## src/rtl/mem_req_arbiter_if.sv

```systemverilog
// Bundle of the fetch requester, data requester and memory-port signals around mem_req_arbiter.
// Latency: none (wires only).
// Backpressure: carried by m_addr_ok/m_data_ok and the held x_req/x_data_ok handshakes.
// Ports: master = arbiter view (takes requests, drives memory port and completions);
//        slave  = environment view (requesters + memory).
interface mem_req_arbiter_if;
    logic        i_req;
    logic [31:0] i_vaddr;
    logic [31:0] i_rdata;
    logic        i_data_ok;

    logic        d_req;
    logic        d_wr;
    logic [1:0]  d_size;
    logic [3:0]  d_wstrb;
    logic [31:0] d_vaddr;
    logic [31:0] d_wdata;
    logic [31:0] d_rdata;
    logic        d_data_ok;

    logic        m_req;
    logic        m_wr;
    logic [1:0]  m_size;
    logic [3:0]  m_wstrb;
    logic [31:0] m_addr;
    logic [31:0] m_wdata;
    logic        m_uncached;
    logic        m_addr_ok;
    logic        m_data_ok;
    logic [31:0] m_rdata;

    modport master (
        input  i_req, i_vaddr, d_req, d_wr, d_size, d_wstrb, d_vaddr, d_wdata,
               m_addr_ok, m_data_ok, m_rdata,
        output i_rdata, i_data_ok, d_rdata, d_data_ok,
               m_req, m_wr, m_size, m_wstrb, m_addr, m_wdata, m_uncached
    );

    modport slave (
        output i_req, i_vaddr, d_req, d_wr, d_size, d_wstrb, d_vaddr, d_wdata,
               m_addr_ok, m_data_ok, m_rdata,
        input  i_rdata, i_data_ok, d_rdata, d_data_ok,
               m_req, m_wr, m_size, m_wstrb, m_addr, m_wdata, m_uncached
    );
endinterface

```

## src/rtl/mem_req_arbiter.sv

```systemverilog
// Shares one memory port between fetch (I) and data (D) with kseg0/kseg1 translation, one transaction in flight.
// Latency: grant at T -> m_req at T+1; addr_ok at T+1, data_ok at T+2 -> x_data_ok pulse at T+3; IDLE again at T+4.
// Backpressure: m_req held with stable fields until m_addr_ok; requests wait in IDLE while a transaction is in flight.
// Ports: clk, resetn (synchronous, active-low); bus (master modport) carries I/D requester and memory signals.
module mem_req_arbiter #(
    parameter bit I_KSEG1_UNCACHED = 1'b0,
    parameter bit D_FIRST          = 1'b1
) (
    input  logic              clk,
    input  logic              resetn,
    mem_req_arbiter_if.master bus
);

    typedef enum logic [1:0] {S_IDLE, S_ADDR, S_DATA, S_DONE} state_t;

    localparam logic OWN_I = 1'b0;
    localparam logic OWN_D = 1'b1;
    // last_owner starts as the side that should lose the first tie.
    localparam logic LAST_RST = D_FIRST ? OWN_I : OWN_D;

    state_t      state_q, state_d;
    logic        owner_q, owner_d;
    logic        last_owner_q, last_owner_d;
    logic        m_req_q, m_req_d;
    logic        m_wr_q, m_wr_d;
    logic [1:0]  m_size_q, m_size_d;
    logic [3:0]  m_wstrb_q, m_wstrb_d;
    logic [31:0] m_addr_q, m_addr_d;
    logic [31:0] m_wdata_q, m_wdata_d;
    logic        m_unc_q, m_unc_d;
    logic        i_ok_q, i_ok_d;
    logic        d_ok_q, d_ok_d;
    logic [31:0] i_rdata_q, i_rdata_d;
    logic [31:0] d_rdata_q, d_rdata_d;

    logic        grant_d;
    logic        complete;

    // kseg0/kseg1 fold onto the low 512 MiB; everything else is identity-mapped.
    function automatic logic [31:0] xlate(input logic [31:0] va);
        return (va[31:30] == 2'b10) ? {3'b000, va[28:0]} : va;
    endfunction

    always_comb begin
        state_d      = state_q;
        owner_d      = owner_q;
        last_owner_d = last_owner_q;
        m_req_d      = m_req_q;
        m_wr_d       = m_wr_q;
        m_size_d     = m_size_q;
        m_wstrb_d    = m_wstrb_q;
        m_addr_d     = m_addr_q;
        m_wdata_d    = m_wdata_q;
        m_unc_d      = m_unc_q;
        i_ok_d       = 1'b0;
        d_ok_d       = 1'b0;
        i_rdata_d    = i_rdata_q;
        d_rdata_d    = d_rdata_q;
        complete     = 1'b0;
        // On a tie, D wins only if I went last.
        grant_d      = bus.d_req && (!bus.i_req || (last_owner_q == OWN_I));

        case (state_q)
            S_IDLE: begin
                if (bus.i_req || bus.d_req) begin
                    state_d = S_ADDR;
                    m_req_d = 1'b1;
                    if (grant_d) begin
                        owner_d   = OWN_D;
                        m_addr_d  = xlate(bus.d_vaddr);
                        m_wr_d    = bus.d_wr;
                        m_size_d  = bus.d_size;
                        m_wstrb_d = bus.d_wstrb;
                        m_wdata_d = bus.d_wdata;
                        m_unc_d   = (bus.d_vaddr[31:29] == 3'b101);
                    end else begin
                        owner_d   = OWN_I;
                        m_addr_d  = xlate(bus.i_vaddr);
                        m_wr_d    = 1'b0;
                        m_size_d  = 2'd2;
                        m_wstrb_d = 4'b0000;
                        m_wdata_d = 32'd0;
                        m_unc_d   = I_KSEG1_UNCACHED && (bus.i_vaddr[31:29] == 3'b101);
                    end
                end
            end
            S_ADDR: begin
                if (bus.m_addr_ok) begin
                    m_req_d = 1'b0;
                    if (bus.m_data_ok) begin
                        complete = 1'b1;
                    end else begin
                        state_d = S_DATA;
                    end
                end
            end
            S_DATA: begin
                if (bus.m_data_ok) begin
                    complete = 1'b1;
                end
            end
            default: begin
                state_d      = S_IDLE;
                last_owner_d = owner_q;
            end
        endcase

        // Completion: the data_ok pulse is registered, so it is high exactly while in DONE.
        if (complete) begin
            state_d = S_DONE;
            if (owner_q == OWN_D) begin
                d_ok_d    = 1'b1;
                d_rdata_d = m_wr_q ? 32'd0 : bus.m_rdata;
            end else begin
                i_ok_d    = 1'b1;
                i_rdata_d = bus.m_rdata;
            end
        end
    end

    always_ff @(posedge clk) begin
        if (!resetn) begin
            state_q      <= S_IDLE;
            owner_q      <= OWN_I;
            last_owner_q <= LAST_RST;
            m_req_q      <= 1'b0;
            m_wr_q       <= 1'b0;
            m_size_q     <= 2'd0;
            m_wstrb_q    <= 4'd0;
            m_addr_q     <= 32'd0;
            m_wdata_q    <= 32'd0;
            m_unc_q      <= 1'b0;
            i_ok_q       <= 1'b0;
            d_ok_q       <= 1'b0;
            i_rdata_q    <= 32'd0;
            d_rdata_q    <= 32'd0;
        end else begin
            state_q      <= state_d;
            owner_q      <= owner_d;
            last_owner_q <= last_owner_d;
            m_req_q      <= m_req_d;
            m_wr_q       <= m_wr_d;
            m_size_q     <= m_size_d;
            m_wstrb_q    <= m_wstrb_d;
            m_addr_q     <= m_addr_d;
            m_wdata_q    <= m_wdata_d;
            m_unc_q      <= m_unc_d;
            i_ok_q       <= i_ok_d;
            d_ok_q       <= d_ok_d;
            i_rdata_q    <= i_rdata_d;
            d_rdata_q    <= d_rdata_d;
        end
    end

    assign bus.m_req      = m_req_q;
    assign bus.m_wr       = m_wr_q;
    assign bus.m_size     = m_size_q;
    assign bus.m_wstrb    = m_wstrb_q;
    assign bus.m_addr     = m_addr_q;
    assign bus.m_wdata    = m_wdata_q;
    assign bus.m_uncached = m_unc_q;
    assign bus.i_data_ok  = i_ok_q;
    assign bus.d_data_ok  = d_ok_q;
    assign bus.i_rdata    = i_rdata_q;
    assign bus.d_rdata    = d_rdata_q;

endmodule
```

## src/flat_wrapper.sv

```systemverilog
// flat-port wrapper written by rule: the top's interface ports become plain ports
module mem_req_arbiter_flat 
#(
    parameter bit I_KSEG1_UNCACHED = 1'b0,
    parameter bit D_FIRST          = 1'b1
)
  (clk, resetn, bus_i_req, bus_i_vaddr, bus_d_req, bus_d_wr, bus_d_size, bus_d_wstrb, bus_d_vaddr, bus_d_wdata, bus_m_addr_ok, bus_m_data_ok, bus_m_rdata, bus_i_rdata, bus_i_data_ok, bus_d_rdata, bus_d_data_ok, bus_m_req, bus_m_wr, bus_m_size, bus_m_wstrb, bus_m_addr, bus_m_wdata, bus_m_uncached);
  mem_req_arbiter_if bus_i ();
  input  logic clk;
  input  logic resetn;
  input wire logic [$bits(bus_i.i_req)-1:0] bus_i_req;
  input wire logic [$bits(bus_i.i_vaddr)-1:0] bus_i_vaddr;
  input wire logic [$bits(bus_i.d_req)-1:0] bus_d_req;
  input wire logic [$bits(bus_i.d_wr)-1:0] bus_d_wr;
  input wire logic [$bits(bus_i.d_size)-1:0] bus_d_size;
  input wire logic [$bits(bus_i.d_wstrb)-1:0] bus_d_wstrb;
  input wire logic [$bits(bus_i.d_vaddr)-1:0] bus_d_vaddr;
  input wire logic [$bits(bus_i.d_wdata)-1:0] bus_d_wdata;
  input wire logic [$bits(bus_i.m_addr_ok)-1:0] bus_m_addr_ok;
  input wire logic [$bits(bus_i.m_data_ok)-1:0] bus_m_data_ok;
  input wire logic [$bits(bus_i.m_rdata)-1:0] bus_m_rdata;
  output wire logic [$bits(bus_i.i_rdata)-1:0] bus_i_rdata;
  output wire logic [$bits(bus_i.i_data_ok)-1:0] bus_i_data_ok;
  output wire logic [$bits(bus_i.d_rdata)-1:0] bus_d_rdata;
  output wire logic [$bits(bus_i.d_data_ok)-1:0] bus_d_data_ok;
  output wire logic [$bits(bus_i.m_req)-1:0] bus_m_req;
  output wire logic [$bits(bus_i.m_wr)-1:0] bus_m_wr;
  output wire logic [$bits(bus_i.m_size)-1:0] bus_m_size;
  output wire logic [$bits(bus_i.m_wstrb)-1:0] bus_m_wstrb;
  output wire logic [$bits(bus_i.m_addr)-1:0] bus_m_addr;
  output wire logic [$bits(bus_i.m_wdata)-1:0] bus_m_wdata;
  output wire logic [$bits(bus_i.m_uncached)-1:0] bus_m_uncached;
  assign bus_i.i_req = bus_i_req;
  assign bus_i.i_vaddr = bus_i_vaddr;
  assign bus_i.d_req = bus_d_req;
  assign bus_i.d_wr = bus_d_wr;
  assign bus_i.d_size = bus_d_size;
  assign bus_i.d_wstrb = bus_d_wstrb;
  assign bus_i.d_vaddr = bus_d_vaddr;
  assign bus_i.d_wdata = bus_d_wdata;
  assign bus_i.m_addr_ok = bus_m_addr_ok;
  assign bus_i.m_data_ok = bus_m_data_ok;
  assign bus_i.m_rdata = bus_m_rdata;
  assign bus_i_rdata = bus_i.i_rdata;
  assign bus_i_data_ok = bus_i.i_data_ok;
  assign bus_d_rdata = bus_i.d_rdata;
  assign bus_d_data_ok = bus_i.d_data_ok;
  assign bus_m_req = bus_i.m_req;
  assign bus_m_wr = bus_i.m_wr;
  assign bus_m_size = bus_i.m_size;
  assign bus_m_wstrb = bus_i.m_wstrb;
  assign bus_m_addr = bus_i.m_addr;
  assign bus_m_wdata = bus_i.m_wdata;
  assign bus_m_uncached = bus_i.m_uncached;
  mem_req_arbiter #(.I_KSEG1_UNCACHED(I_KSEG1_UNCACHED), .D_FIRST(D_FIRST)) u_core (.clk(clk), .resetn(resetn), .bus(bus_i));
endmodule
```

## config.mk

```make
export PLATFORM = sky130hd
export DESIGN_NAME = mem_req_arbiter_flat
export DESIGN_NICKNAME = d
export VERILOG_FILES = /design/src/rtl/mem_req_arbiter_if.sv /design/src/rtl/mem_req_arbiter.sv /design/src/flat_wrapper.sv
export SDC_FILE = /design/constraint.sdc
export NUM_CORES = 1
export LEC_CHECK = 0
export BUFFER_PORTS_ARGS = -buffer_cell sky130_fd_sc_hd__buf_2
export CORE_MARGIN = 4
export CORE_UTILIZATION = 45
export CTS_BUF_LIST = sky130_fd_sc_hd__clkbuf_2 sky130_fd_sc_hd__clkbuf_4 sky130_fd_sc_hd__clkbuf_8
export DETAILED_ROUTE_END_ITERATION = 12
export HOLD_SLACK_MARGIN = 0.12
export PLACE_DENSITY = 0.78
export SYNTH_ARGS = -nofsm -noshare
export SYNTH_HDL_FRONTEND = slang
export SYNTH_SLANG_ARGS = --single-unit
```

## constraint.sdc

```tcl
create_clock -name clk -period 2.9 [get_ports clk]
set_clock_uncertainty 0.1 [all_clocks]
set_input_delay 0.29 -clock clk [delete_from_list [all_inputs] [get_ports clk]]
set_output_delay 0.29 -clock clk [all_outputs]
set_load 0.005 [all_outputs]
```

==> results of run 1 <==
[layout by cell type, fill, tap and decap left out, types with 3 or more instances in the layout]
cell type / instances
dfxtp_1: 143
clkinv_2: 3
inv_1: 4
a21oi_1: 31
dlygate4sd3_1: 138
nand2_1: 100
a32oi_1: 39
ha_1: 5
clkinv_4: 3
mux2i_1: 95
o31a_1: 4
nor4_1: 3
o21ai_0: 32
nor2_1: 43
buf_2: 278
clkbuf_8: 19
buf_4: 9
nand3b_1: 33
bufinv_16: 4
[final timing paths]
check / start / to / slack [ps]
worst max register to register: u_core.state_q[1] / u_core.bus.m_addr[29] / 310
worst max-delay path: u_core.state_q[1] / u_core.bus.m_addr[29] / 310
worst min register to register: u_core.bus.i_rdata[25] / u_core.bus.i_rdata[25] / 350
worst min-delay path: bus_m_addr_ok / u_core.bus.i_data_ok / 200
[area by class of cell]
| class | count | area, µm² |
|---|---|---|
| fillers | 880 | 3560 |
| repair buffers | 427 | 2880 |
| flip-flops and latches | 143 | 2860 |
| multi-input cells | 406 | 2700 |
| clock buffers | 21 | 277 |
| well taps | 172 | 215 |
| clock inverters | 10 | 161 |
| inverters | 5 | 18.8 |
| diodes | 1 | 2.50 |
[flip-flops by register name (all words and copies together), names as in the netlist, 2 cells and up]
name,cells
u_core.bus.d_rdata,32
u_core.bus.i_rdata,32
u_core.bus.m_addr,32
u_core.bus.m_wdata,32
u_core.bus.m_wstrb,4
u_core.bus.m_size,2
u_core.state_q,2
[stage by stage]
step / hold WS [ps] / total power, µW / area (µm²)
4_1_cts: 161 / 5900 / 9110
5_1_grt: 236 / 6260 / 9110
2_1_floorplan: 332 / 3370 / 5840
6_report: 199 / 5980 / 9110
3_3_place_gp: 338 / 3950 / 7290
3_5_place_dp: 347 / 3980 / 7290
[metal layers]
layer	part of all wire	global-route usage
met1	0.37	0.294
met2	0.49	0.474
met3	0.091	0.0896
met4	0.044	0.138
met5	0	0
[critical path, delay by kind of cell, from the launching register on]
kind,cells,cell delay [ps]
AOI/OAI and AO/OA,3,550
buffers and inverters,3,1150
adders and majority gates,1,380
DFF,1,350
[kinds of logic after synthesis]
| logic type | synth area share |
|---|---|
| and+or+nand+nor | 0.148 |
| DFF | 0.490 |
| AOI/OAI and AO/OA | 0.133 |
| muxes | 0.163 |
| buffers and inverters | 0.0527 |
| adders and majority gates | 0.0129 |
[power by group through the flow]
stage / clock (µW) / sequential [µW] / combinational (µW)
global placement: 0 / 2470 / 1480
floorplan: 0 / 2490 / 877
CTS: 1780 / 2440 / 1680
global route: 1860 / 2490 / 1910
finish: 1750 / 2460 / 1760
detailed placement: 0 / 2470 / 1510
[repair_timing]
action | CTS | global route
hold buffers | 138 | 0
endpoints found under the setup margin | 0 | 1
gates resized for setup | 0 | 1
endpoints found under the hold margin | 136 | 0
==> results.py, run 1 <==
metrics = {
    "floorplan": {
        "start_util": 0.461,
        "die_h_um": 122,
        "chipWidth_um": 122,
        "dieArea_um2": 14900,
        "fp-row-count": 41,
        "core-area_um2": 12700,
        "ios": 280,
    },
    "routing": {
        "finalWirelength_mm": 20.6,
        "wl_per_cell_um": 17.3,
        "drt_iter0_drc": 408,
        "dr_total_vias": 6288,
        "via_per_inst": 5.31,
        "firstDrtPassIters": 5,
        "drc_errors": 0,
        "antenna_left": 0,
    },
    "timing": {
        "rsz0062_at_grt": "no",
        "hold_viol": 0,
        "finalMaxSlewViolations": 0,
        "tns_ps": 0,
        "finalCritPeriodShare": 0.892,
        "max_freq_mhz": 387,
        "slew_headroom": 0.456,
        "worst_pin_slew_ps": 816,
        "setup_viol": 0,
        "min_period_ps": 2590,
        "setup_ws_ps": 314,
    },
    "layout": {
        "final_nets": 1147,
        "final_cells": 1185,
        "area_growth_pct": 56.0,
        "final_util": 0.719,
        "drive_above_1_share": 0.324,
    },
    "placement": {
        "dp_slack_ps": 754,
        "place_congestion": 0.766,
        "io_buffers": 279,
        "dp.cells": 1015,
        "dp_hpwl_mm": 11.3,
    },
    "logic_synthesis": {
        "syn_nets": 757,
        "ys.flop_type": "dfxtp_1",
        "synthCells": 610,
        "yosys_warnings": 0,
        "synth.cell_area_um2": 5840,
        "synth-edff-count": 0,
        "yosysTopAreaCell": "dfxtp_1",
        "yosysMostFrequentCell": "dfxtp_1",
        "ys_seq_area_frac": 0.490,
        "yosysTopAreaCellShare": 0.490,
        "synth_common_cells": "dfxtp_1, nand2_1, mux2i_1",
        "ys_async_sr_fraction": 0,
        "synth_area_leaders": "dfxtp_1, mux2i_1, nand2_1",
        "avgSynthCellArea_um2": 9.58,
        "ys_ff_latch": 143,
        "yosysUniqueCellTypes": 36,
    },
    "clock_network": {
        "root_buffer": "clkbuf_8",
        "cts.clk_slew.worst_paths_ps": 80,
        "post_cts_buffers": 0,
        "cts_sinks": 143,
        "cts_tree": "built",
        "cts_buffers": 17,
        "h-tree-depth": 4,
        "clock_path_buffers": 2,
        "insertion_delay_ps": 440,
    },
    "global_routing": {
        "antenna_found_initial": 0,
        "grt_overflow": 0,
        "grt_pass1_wl_mm": 32.2,
        "grt_use_total": 0.272,
        "grt_pass1_vias": 6483,
        "grt_max_degree": 89,
    },
    "worst_setup_path": {
        "crit_path_end_kind": "register",
        "critPathMaxStageDelay_ps": 570,
        "arrival_ps": 2870,
        "start_kind": "register",
        "rr_worst_depth": 7,
        "required_ps": 3180,
        "crit_fanout": 64,
        "setup.worst_path.class": "reg -> reg",
        "slowest_stage": "dlygate4sd3_1",
        "path_cells": "inv_1, ha_2, o21a_1, buf_4, o21ai_0, a31oi_1, dlygate4sd3_1",
    },
    "power_and_ir_drop": {
        "p_int_uw": 4050,
        "power.leakage_uw": 0.00440,
        "switching_power_uw": 1920,
        "p_comb_frac": 0.294,
        "p_per_area_nw_per_um2": 656,
        "ir_worst_vdd_mv": 0.451,
        "clkPwrFrac": 0.293,
        "netSwitchingFraction": 0.322,
        "seqPwrFrac": 0.412,
    },
    "min_path": {
        "hold_depth": 3,
        "min_path_type": "in -> reg",
    },
    "status": {
        "status": "complete, no violations",
    },
    "job": {
        "cap_violations": 0,
    },
}
Note: power is estimated with default switching activity, not from simulation.
==> run 2, diff against run 1 <==
--- a/config.mk
+++ b/config.mk
@@ -11,6 +11,7 @@
 export CTS_BUF_LIST = sky130_fd_sc_hd__clkbuf_2 sky130_fd_sc_hd__clkbuf_4 sky130_fd_sc_hd__clkbuf_8
 export DETAILED_ROUTE_END_ITERATION = 12
 export HOLD_SLACK_MARGIN = 0.12
+export MAX_ROUTING_LAYER = met4
 export PLACE_DENSITY = 0.78
 export SYNTH_ARGS = -nofsm -noshare
 export SYNTH_HDL_FRONTEND = slang
==> results.py, run 2 (synthesis gave the netlist of run 1 again) <==
metrics = {
    "status": {
        "status": "complete, no violations",
    },
    "floorplan": {
        "fp-row-count": 41,
        "ios": 280,
        "chipWidth_um": 122,
        "dieArea_um2": 14900,
        "start_util": 0.461,
        "die_h_um": 122,
        "core-area_um2": 12700,
    },
    "power_and_ir_drop": {
        "switching_power_uw": 1930,
        "seqPwrFrac": 0.412,
        "power.leakage_uw": 0.00440,
        "total_power_uw": 5980,
        "p_comb_frac": 0.295,
        "p_int_uw": 4050,
        "netSwitchingFraction": 0.322,
        "ir_worst_vdd_mv": 0.454,
        "p_per_area_nw_per_um2": 656,
        "clkPwrFrac": 0.293,
    },
    "timing": {
        "tns_ps": 0,
        "max_freq_mhz": 385,
        "finalMaxSlewViolations": 0,
        "finalCritPeriodShare": 0.895,
        "rsz0062_at_grt": "no",
        "hold_ws_ps": 198,
        "min_period_ps": 2600,
        "slew_headroom": 0.460,
        "worst_pin_slew_ps": 809,
        "setup_viol": 0,
        "hold_viol": 0,
    },
    "clock_network": {
        "cts.clk_slew.worst_paths_ps": 80,
        "clock_path_buffers": 2,
        "cts_tree": "built",
        "root_buffer": "clkbuf_8",
        "h-tree-depth": 4,
        "insertion_delay_ps": 440,
        "cts_sinks": 143,
        "post_cts_buffers": 0,
        "cts_buffers": 17,
    },
    "routing": {
        "antenna_left": 0,
        "via_per_inst": 5.31,
        "dr_total_vias": 6285,
        "drt_iter0_drc": 434,
        "finalWirelength_mm": 20.7,
        "wl_per_cell_um": 17.4,
        "firstDrtPassIters": 5,
        "drc_errors": 0,
    },
    "global_routing": {
        "grt_overflow": 0,
        "grt_use_total": 0.280,
        "grt_pass1_vias": 6491,
        "grt_max_degree": 89,
        "grt_pass1_wl_mm": 32.2,
        "antenna_found_initial": 0,
    },
    "layout": {
        "final_common_cell": "buf_2",
        "most-common-layout-cells": "buf_2, dfxtp_1, dlygate4sd3_1",
        "final_cells": 1184,
        "final_nets": 1147,
        "drive_above_1_share": 0.324,
        "diodes": 0,
        "area_growth_pct": 55.9,
        "final_util": 0.719,
    },
    "worst_setup_path": {
        "start_kind": "register",
        "worst-path-buf-inv": 3,
        "critPathMaxStageDelay_ps": 560,
        "reg2reg_from": "u_core.state_q[1]",
        "setup.worst_path.class": "reg -> reg",
        "cp-startpoint": "u_core.state_q[1]",
        "cp.depth": 7,
        "crit_path_end_kind": "register",
        "crit_fanout": 64,
        "arrival_ps": 2880,
        "slowest_stage": "dlygate4sd3_1",
        "crit_end": "u_core.bus.m_addr[29]",
        "path_cells": "inv_1, ha_2, o21a_1, buf_4, o21ai_0, a31oi_1, dlygate4sd3_1",
        "rr_endpoint": "u_core.bus.m_addr[29]",
        "regToRegSetupSlack_ps": 300,
        "rr_worst_depth": 7,
        "required_ps": 3180,
        "crit_family": "buffers and inverters",
    },
    "placement": {
        "place_congestion": 0.777,
        "dp.cells": 1015,
        "io_buffers": 279,
        "dp_hpwl_mm": 11.3,
    },
    "min_path": {
        "min_path_type": "in -> reg",
    },
    "job": {
        "cap_violations": 0,
    },
}
run 2: power by group through the flow:
stage | Clock [µW] | Sequential, µW | Combinational (µW)
after detailed placement | 0 | 2470 | 1510
after CTS | 1780 | 2440 | 1680
after global placement | 0 | 2470 | 1480
final | 1750 | 2460 | 1760
after global routing | 1860 | 2490 | 1910
after floorplan | 0 | 2490 | 877
run 2: how the worst min path moves through the flow:
stage,from,end,slack [ps],cells past startpoint
after CTS,bus_d_vaddr[29],u_core.bus.m_uncached,160,4
after detailed placement,u_core.bus.i_rdata[4],u_core.bus.i_rdata[4],350,2
after global placement,u_core.bus.i_rdata[8],u_core.bus.i_rdata[8],340,2
after floorplan,bus_m_rdata[0],u_core.bus.i_rdata[0],330,2
final,bus_m_addr_ok,u_core.bus.i_data_ok,200,3
after global routing,bus_m_addr_ok,u_core.bus.i_data_ok,230,3
run 2: tightest hold or removal path, delay by kind of cell:
kind	cells	cell delay (ps)
and+or+nand+nor	1	180
AOI/OAI and AO/OA	1	80
buffers and inverters	1	110
run 2: routing by layer:
metal	global-route usage	share of wire	vias up
li1	-	-	2941
met1	0.302	0.38	2910
met2	0.475	0.50	352
met3	0.0799	0.083	82
met4	0.135	0.042	0
met5	-	0	-
run 2: through the flow:
step | cell area (µm²) | setup WS, ps
finish | 9110 | 304
CTS | 9110 | 277
detailed placement | 7290 | 754
global placement | 7290 | 832
floorplan | 5840 | 1110
global route | 9110 | 127
run 2: cell type report:
class | instances | area, µm²
inverter | 5 | 18.8
fill | 879 | 3560
clock buffer | 21 | 277
tap | 172 | 215
sequential | 143 | 2860
timing repair buffer | 427 | 2880
clock inverter | 10 | 161
multi-input combinational | 406 | 2700
run 2: what timing repair did:
item	4_1_cts	5_1_grt
resized for setup	0	1
hold buffers	138	0
hold endpoints to repair	136	0
endpoints found under the setup margin	0	1
